--- config.mk ---
export PLATFORM = sky130hd
export DESIGN_NAME = seg_scan_n
export DESIGN_NICKNAME = d
export VERILOG_FILES = /design/src/rtl/seg_pkg.sv /design/src/rtl/seg_hex_decoder.sv /design/src/rtl/seg_scan_n.sv
export SDC_FILE = /design/constraint.sdc
export NUM_CORES = 1
export LEC_CHECK = 0
export CAP_MARGIN = 20
export CORE_MARGIN = 2
export CORE_UTILIZATION = 25
export CTS_BUF_LIST = sky130_fd_sc_hd__clkbuf_16
export DETAILED_ROUTE_END_ITERATION = 10
export PLACE_DENSITY = 0.46
export REMOVE_ABC_BUFFERS = 1
export SLEW_MARGIN = 5
export SYNTH_ARGS = -nofsm -noshare
export SYNTH_HDL_FRONTEND = slang
export SYNTH_SLANG_ARGS = --single-unit
--- constraint.sdc ---
create_clock -name clk -period 5.51 [get_ports clk]
set_input_delay 0.551 -clock clk [delete_from_list [all_inputs] [get_ports clk]]
set_output_delay 0.551 -clock clk [all_outputs]
set_load 0.02 [all_outputs]
--- src/rtl/seg_pkg.sv ---
// Shared constants for the multiplexed seven-segment scanner:
// segment bit positions, the hex glyph table and the blink phase type.
package seg_pkg;

    localparam int SEG_A  = 0;
    localparam int SEG_B  = 1;
    localparam int SEG_C  = 2;
    localparam int SEG_D  = 3;
    localparam int SEG_E  = 4;
    localparam int SEG_F  = 5;
    localparam int SEG_G  = 6;
    localparam int SEG_DP = 7;

    // Active-high a..g patterns, entry n is the glyph for nibble n.
    localparam logic [15:0][6:0] HEX_SEG = {
        7'h71,  // F
        7'h79,  // E
        7'h5E,  // d
        7'h39,  // C
        7'h7C,  // b
        7'h77,  // A
        7'h6F,  // 9
        7'h7F,  // 8
        7'h07,  // 7
        7'h7D,  // 6
        7'h6D,  // 5
        7'h66,  // 4
        7'h4F,  // 3
        7'h5B,  // 2
        7'h06,  // 1
        7'h3F   // 0
    };

    typedef enum logic {
        PHASE_ON  = 1'b0,
        PHASE_OFF = 1'b1
    } blink_phase_t;

endpackage

--- src/rtl/seg_hex_decoder.sv ---
// Combinational hex nibble to active-high a..g segment decoder.
module seg_hex_decoder
    import seg_pkg::*;
(
    input  logic [3:0] nibble,
    output logic [6:0] seg
);

    // Plain table lookup; polarity is handled by the caller's output registers.
    always_comb begin
        seg = HEX_SEG[nibble];
    end

endmodule

--- src/rtl/seg_scan_n.sv ---
// Multiplexed N-digit seven-segment scanner with per-frame input snapshot,
// leading-zero blanking, decimal points and per-digit blinking.
module seg_scan_n
    import seg_pkg::*;
#(
    parameter int DIGITS         = 8,
    parameter int PRESCALE       = 50000,
    parameter int BLINK_FRAMES   = 64,
    parameter int SEG_ACTIVE_LOW = 1,
    parameter int AN_ACTIVE_LOW  = 0
)(
    input  logic                  clk,
    input  logic                  rst,
    input  logic [4*DIGITS-1:0]   value,
    input  logic [DIGITS-1:0]     dp,
    input  logic [DIGITS-1:0]     blink_mask,
    input  logic                  blank_lz,
    output logic [7:0]            segment,
    output logic [DIGITS-1:0]     an,
    output logic                  frame_done
);

    localparam int PW = $clog2(PRESCALE);
    localparam int IW = $clog2(DIGITS);
    localparam int BW = $clog2(BLINK_FRAMES + 1);

    localparam logic [PW-1:0]     PRESC_LAST = PW'(PRESCALE - 1);
    localparam logic [IW-1:0]     IDX_LAST   = IW'(DIGITS - 1);
    localparam logic [BW-1:0]     BLINK_LAST = BW'(BLINK_FRAMES - 1);
    localparam logic [7:0]        SEG_INV    = (SEG_ACTIVE_LOW != 0) ? 8'hFF : 8'h00;
    localparam logic [DIGITS-1:0] AN_INV     = (AN_ACTIVE_LOW != 0) ? {DIGITS{1'b1}} : {DIGITS{1'b0}};

    logic [PW-1:0]       presc;
    logic [IW-1:0]       idx;
    logic                tick;
    logic                wrap;

    logic [4*DIGITS-1:0] snap_value;
    logic [DIGITS-1:0]   snap_dp;
    logic [DIGITS-1:0]   snap_blink;
    logic                snap_blz;

    logic [BW-1:0]       blink_cnt;
    blink_phase_t        phase;

    logic [3:0]          cur_nib;
    logic                cur_dp;
    logic                cur_blink;
    logic                upper_nz;
    logic                blank;
    logic                dark;
    logic [6:0]          dec_seg;
    logic [7:0]          seg_next;
    logic [DIGITS-1:0]   an_next;

    assign tick = (presc == PRESC_LAST);
    assign wrap = tick && (idx == IDX_LAST);

    // Prescaler and scan index: one digit slot every PRESCALE cycles.
    always_ff @(posedge clk) begin
        if (rst) begin
            presc <= '0;
            idx   <= '0;
        end else if (tick) begin
            presc <= '0;
            idx   <= (idx == IDX_LAST) ? '0 : idx + IW'(1);
        end else begin
            presc <= presc + PW'(1);
        end
    end

    // Latch all display inputs once per frame so a frame never mixes old and new data.
    always_ff @(posedge clk) begin
        if (rst) begin
            snap_value <= '0;
            snap_dp    <= '0;
            snap_blink <= '0;
            snap_blz   <= 1'b0;
        end else if (wrap) begin
            snap_value <= value;
            snap_dp    <= dp;
            snap_blink <= blink_mask;
            snap_blz   <= blank_lz;
        end
    end

    // Blink phase flips after every BLINK_FRAMES completed frames, starting lit.
    always_ff @(posedge clk) begin
        if (rst) begin
            blink_cnt <= '0;
            phase     <= PHASE_ON;
        end else if (wrap) begin
            if (blink_cnt == BLINK_LAST) begin
                blink_cnt <= '0;
                phase     <= (phase == PHASE_ON) ? PHASE_OFF : PHASE_ON;
            end else begin
                blink_cnt <= blink_cnt + BW'(1);
            end
        end
    end

    // Frame pulse marks the edge at which the new snapshot is taken.
    always_ff @(posedge clk) begin
        if (rst) begin
            frame_done <= 1'b0;
        end else begin
            frame_done <= wrap;
        end
    end

    // Pick the indexed digit's fields and decide whether it is a leading zero.
    always_comb begin
        cur_nib   = 4'h0;
        cur_dp    = 1'b0;
        cur_blink = 1'b0;
        upper_nz  = 1'b0;
        for (int i = 0; i < DIGITS; i++) begin
            if (IW'(i) == idx) begin
                cur_nib   = snap_value[4*i +: 4];
                cur_dp    = snap_dp[i];
                cur_blink = snap_blink[i];
            end
            if ((IW'(i) >= idx) && (snap_value[4*i +: 4] != 4'h0)) begin
                upper_nz = 1'b1;
            end
        end
    end

    seg_hex_decoder u_dec (
        .nibble (cur_nib),
        .seg    (dec_seg)
    );

    // Assemble the active-high segment and anode patterns for the current slot.
    always_comb begin
        blank    = snap_blz && (idx != '0) && !upper_nz;
        dark     = (phase == PHASE_OFF) && cur_blink;
        seg_next = {cur_dp, (blank ? 7'h00 : dec_seg)};
        an_next  = {{(DIGITS-1){1'b0}}, 1'b1} << idx;
        if (dark) begin
            seg_next = 8'h00;
            an_next  = '0;
        end
    end

    // Output registers are the only place pin polarity is applied.
    always_ff @(posedge clk) begin
        if (rst) begin
            segment <= SEG_INV;
            an      <= AN_INV;
        end else begin
            segment <= seg_next ^ SEG_INV;
            an      <= an_next ^ AN_INV;
        end
    end

endmodule

==> metrics.csv, run 1 <==
metric,value,unit
dr.pass1.iters,5,
synthSimpleGateAreaFrac,25.28,%
fill_cells,1818,
start_util,25.27,%
pwr-share-seq,50.8,%
cpLargestDelayFamily,compound AO/OA/AOI/OAI gates,
critPathArrivalTime,3.79,ns
cts_buffers,9,
dp_hpwl,8703,um
cts-root-buf,clkbuf_16,
clk-insertion-delay-late,0.35,ns
syn2layout_area_growth,25.02,%
synth.most_common_cell,nand2_1,
antenna_cells,0,
critical_path.max_fanout,16,
rsz0062_at_grt,false,
dr_total_vias,3821,
synth_mux_area_share,0.7232,%
synth-edff-count,0,
synth-adder-area-share,3.760,%
yosysTopAreaCellShare,43.04,%
cp.required,5.72,ns
peakVddDrop,141.4,uV
grt_pass1_vias,3675,
place_congestion,0.8587,
drc,0,
die_area,18370,sq um
p_sw,0.0003069,W
synth-seq-cells,93,
io_pins,68,
p_int,0.001028,W
gr-total-overflow,0,
synth_area,4325,sq um
synth_top_family_by_area,simple AND/OR/NAND/NOR gates,
num-nets-final,651,
clock_path_buffers,2,
yosys_warnings,0,
path_common_cell,inv_1,
cp_slowest_cell,o21ai_0,
path_cells,"inv_1, ha_1, inv_1, o21ai_0, a31oi_1, o21ai_0, inv_1, ha_1, mux2_1, nand2_1, o211ai_1",
grt_pass1_wl,18890,um
post-route-period-util,65.02,%
slew_viol_final,0,
tightestPinTransition,1.018,ns
yosys-top-cells-count,"nand2_1, dfxtp_1, a21oi_1, nor2_1, nand3_1",
fp.dieH,135.5,um
dp.cells,801,
synth_cell_types,60,
setup_viol,0,
avgViaCountPerCell,4.677,
path_class,reg2reg,
yosys_most_used_dff,dfxtp_1,
port_buffers,67,
core.rowCount,48,
ctsHoldBuffers,0,
synthArstFlopShare,0,%
period_needed,3.582,ns
min_path_type,reg2reg,
cpPeakStageDelay,0.63,ns
combPwrFrac,4.9,%
final_antenna_net_count,0,
dieWidth,135.5,um
power.share.clock,44.4,%
design.core.area,17120,sq um
grt_max_degree,65,
grtUsageTotal,13.28,%
setup_ws,1.928,ns
synth_top_area_cell,dfxtp_1,
drt_iter0_drc,170,
hold_violations,0,
fin_skew,0.008959,ns
drt-total-wl,11780,um
fmax,0.2791,GHz
start_kind,flip-flop,
final.setup.tns,0,ns
synthTopCellsByArea,"dfxtp_1, nand2_1, a21oi_1",
cts.clk_slew.worst_paths,0.07,ns
post-place-ws,1.994,ns
synth-xor-area-share,3.442,%
drive_above_1_share,5.743,%
cts_tree,built,
htreeDepth,3,
antenna_found_initial,0,
max_slew_margin,32.07,%
netlist_instances,538,
power_density,246.9,nW/um^2
layout.cells.non_filler,817,
synth-seq-area-share,43.04,%
leakage,1.822,nW
critPathBufInv,3,
status,"complete, no violations",
cap_violations,0,
synth_compound_area_share,18.31,%
cts_resized,0,
cts_sinks,93,
avgSynthCellArea,8.040,sq um
swShare,22.98,%
cts_setup_buffers,0,
wl_per_cell,14.41,um
cp-end-kind,flip-flop,
state kept, by name, summed over array words and instances, names as in the netlist, 3 cells and up:
signal and count:
idx 3, blink_cnt 7, snap_dp 8, snap_value 32, presc 16, snap_blink 8
an 8, segment 8
routing by layer:
metal	track usage [%]	wire [um]
met1	16.78	5488
met4	6.366	264
met3	2.245	427
met5	0	0
met2	22.02	5597
layout make-up:
class	instances	area, sq um	area share [%]
Multi-Input combinational cell	398	2233	41.30
Sequential cell	93	1862	34.43
Timing Repair Buffer	71	695.7	12.86
Tap cell	225	281.5	5.206
Clock buffer	9	225.2	4.165
Clock inverter	7	57.56	1.064
Inverter	14	52.55	0.9718
placed cells by master (no fill, tap or decap), drive strengths merged, types with 3 or more instances in the layout:
cell type,Yosys,routed
nand3,20,20
a31oi,8,8
a311oi,4,4
nand2b,8,8
nand2,126,126
nor2,45,45
xnor2,7,7
xor2,10,10
o2111ai,3,3
inv,14,17
o21ai,16,16
nor3,6,6
ha,13,13
nor2b,3,3
a21oi,70,70
dfxtp,93,93
and3,6,6
o211ai,5,5
o2bb2ai,3,3
nor4,9,9
clkdlybuf4s50,0,66
buf,18,5
nand4,4,4
clkbuf,15,9
nor3b,3,3
power groups by stage:
stage | Sequential, W | Combinational (W) | Clock, W
2_1_floorplan | 0.000697 | 0.00000911 | 0
4_1_cts | 0.000678 | 0.0000664 | 0.000612
3_5_place_dp | 0.000694 | 0.0000661 | 0
6_report | 0.000678 | 0.0000650 | 0.000592
3_3_place_gp | 0.000694 | 0.0000656 | 0
5_1_grt | 0.000678 | 0.0000701 | 0.000637
cell families after synthesis:
kind of cell | count (synthesis)
buffers and inverters | 47
AO/OA/AOI/OAI | 124
XOR/XNOR | 17
AND/OR/NAND/NOR | 241
multiplexers | 3
adder cells (fa/ha/maj) | 13
flip-flops | 93
through the flow:
step	hold WS [ns]	total power, W	utilization [%]	area (sq um)
after floorplan	0.4132	0.0007063	-	4143
after global placement	0.4225	0.0007592	29.94	5125
after detailed placement	0.4314	0.0007598	29.94	5125
after CTS	0.4452	0.001357	31.59	5408
after global routing	0.4649	0.001386	31.59	5408
final	0.4423	0.001335	31.59	5408
path summary, 6_finish.rpt:
kind | startpoint | endpoint | slack [ns] | depth (start not counted)
min reg2reg | presc[0]$_SDFF_PP0_ | presc[0]$_SDFF_PP0_ | 0.44 | 1
max | idx[0]$_SDFFE_PP0N_ | segment[6]$_SDFF_PP1_ | 1.93 | 11
min | presc[0]$_SDFF_PP0_ | presc[0]$_SDFF_PP0_ | 0.44 | 1
max reg2reg | idx[0]$_SDFFE_PP0N_ | segment[6]$_SDFF_PP1_ | 1.93 | 11
Note: power is estimated with default switching activity, not from simulation.
==> inputs of run 2 (changes only) <==
PLACE_DENSITY = 0.48   (was 0.46)
clock period = 3 ns   (was 5.51 ns; I/O delays follow)
==> run 2 against run 1 <==
- sequential cell count stayed put
- register-to-register slack worse by 1.6 ns
- power is 91% higher
- critical path depth stayed put
- sequential share of layout area is 0.59 points lower
- global-route usage is 0.25 points lower
- setup slack worse by 1.6 ns
- largest power group unchanged
- first-iteration DRC count is 7.1% lower
- cell area is 1.8% higher
==> metrics.csv, run 2 (synthesis results as in run 1) <==
metric,value,unit
status,"complete, no violations",
cts-root-buf,clkbuf_16,
mostFrequentLayoutCells,"nand2_1, dfxtp_1, a21oi_1",
leakage,1.892,nW
critPathBufInv,3,
r2r-start,idx[1]$_SDFFE_PP0N_,
largest_reg_flops,32,
max_slew_margin,58.53,%
grt_pass1_wl,18670,um
period_needed,2.675,ns
swShare,20.16,%
fin_skew,0.007415,ns
gr-total-overflow,0,
port_buffers,67,
post-place-ws,0.2413,ns
rrSetupSlack,0.33,ns
setup_viol,0,
critPathArrivalTime,2.89,ns
dp_hpwl,8644,um
final_antenna_net_count,0,
finalInstanceArea,5505,sq um
cts_sinks,93,
drive_above_1_share,7.155,%
start_util,25.27,%
tightestPinTransition,0.6164,ns
min_path_type,in2reg,
p_total,0.002548,W
reg_top3,"snap_value (32), presc (16)",
place_congestion,0.8698,
path_common_cell,inv_1,
hold_slack,0.2666,ns
num-nets-final,661,
io_pins,68,
cpLargestDelayFamily,compound AO/OA/AOI/OAI gates,
p_sw,0.0005137,W
rr_worst_depth,11,
cts.clk_slew.worst_paths,0.06,ns
drc,0,
dpl-instance-area,5200,sq um
core.rowCount,48,
worstHoldStart,rst,
dr.pass1.iters,4,
cap_violations,0,
whs_endpoint,idx[0]$_SDFFE_PP0N_,
slew_viol_final,0,
power.share.clock,46.4,%
syn2layout_area_growth,27.28,%
dieWidth,135.5,um
cp.required,3.21,ns
drt-total-wl,11620,um
wl_per_cell,14.07,um
dp.cells,811,
layout.cells.non_filler,826,
antenna_cells,0,
setup_ws,0.3254,ns
top_register,snap_value,
reg2reg_to,segment[6]$_SDFF_PP1_,
grt_pass1_vias,3734,
hold_violations,0,
die_area,18370,sq um
rsz0062_at_grt,false,
critical_path.max_fanout,13,
grtUsageTotal,13.04,%
fp.dieH,135.5,um
min_path_cells,2,
start_kind,flip-flop,
power_density,462.8,nW/um^2
clock_path_buffers,2,
grt_max_degree,59,
clk-insertion-delay-late,0.35,ns
dr_total_vias,3827,
cts_buffers,9,
pwr-share-seq,48.9,%
path_cells,"inv_1, ha_1, nand2_1, inv_1, a211oi_1, o221a_4, inv_1, ha_1, mux2_1, nand2_1, o211ai_1",
fmax,0.3739,GHz
final_common_cell,nand2_1,
drt_iter0_drc,158,
htreeDepth,3,
design.core.area,17120,sq um
cpPeakStageDelay,0.46,ns
p_int,0.002034,W
combPwrFrac,4.7,%
avgViaCountPerCell,4.633,
path_class,reg2reg,
post-route-period-util,89.15,%
cp_slowest_cell,dfxtp_2,
antenna_found_initial,0,
crit_cells,11,
cts_tree,built,
cp-end-kind,flip-flop,
peakVddDrop,237.2,uV
## run 2: changes by cell type in the layout (fill, tap and decap cells not counted), sizes merged
cell	change
buf	+10
bufinv	+2
clkinv	+2
clkinvlp	-2
inv	-3
## run 2: layer usage
metal | track usage, % | part of all wire, % | vias up
met5 | 0 | 0 | -
met4 | 4.977 | 2.0 | 0
met3 | 3.105 | 3.7 | 19
met2 | 22.00 | 48 | 69
met1 | 16.11 | 46 | 1785
li1 | - | - | 1954
## run 2: area by class of cell
cell class / count / area (sq um)
Fill cell: 1837 / 11610
Sequential cell: 93 / 1863
Clock inverter: 6 / 78.83
Timing Repair Buffer: 81 / 770.7
Multi-Input combinational cell: 398 / 2233
Tap cell: 225 / 281.5
Inverter: 14 / 52.55
Clock buffer: 9 / 225.2
## run 2: how the worst max path moves through the flow
stage / to / from / slack [ns]
after global placement: segment[6]$_SDFF_PP1_ / idx[1]$_SDFFE_PP0N_ / 0.33
final: segment[6]$_SDFF_PP1_ / idx[1]$_SDFFE_PP0N_ / 0.33
after floorplan: blink_cnt[3]$_SDFFE_PP0P_ / idx[2]$_SDFFE_PP0N_ / -0.59
after global routing: segment[6]$_SDFF_PP1_ / idx[1]$_SDFFE_PP0N_ / 0.07
after detailed placement: segment[6]$_SDFF_PP1_ / idx[1]$_SDFFE_PP0N_ / 0.24
after CTS: segment[6]$_SDFF_PP1_ / idx[1]$_SDFFE_PP0N_ / 0.21
## run 2: power groups by stage
| stage | Sequential [W] | Clock (W) | Combinational (W) |
|---|---|---|---|
| 2_1_floorplan | 0.00128 | 0 | 0.0000167 |
| 3_3_place_gp | 0.00127 | 0 | 0.000119 |
| 3_5_place_dp | 0.00127 | 0 | 0.000120 |
| 4_1_cts | 0.00125 | 0.00122 | 0.000121 |
| 5_1_grt | 0.00125 | 0.00126 | 0.000128 |
| 6_report | 0.00125 | 0.00118 | 0.000119 |
## run 2: stage by stage
step,TNS [ns],util [%]
floorplan,-2.960,-
global placement,0,30.38
detailed placement,0,30.38
CTS,0,32.16
global route,0,32.16
finish,0,32.16
## run 2: timing repair
| action | CTS | global route |
|---|---|---|
| resized for setup | 0 | 1 |
| buffers inserted | 0 | 0 |
| endpoints found under the setup margin | 0 | 2 |
| hold buffers | 0 | 0 |
==> inputs of run 3 (changes only) <==
SKIP_LAST_GASP = 1   (was unset)
==> results of run 3 <==
No change in the layout: final DEF, timing and power equal those of run 2.
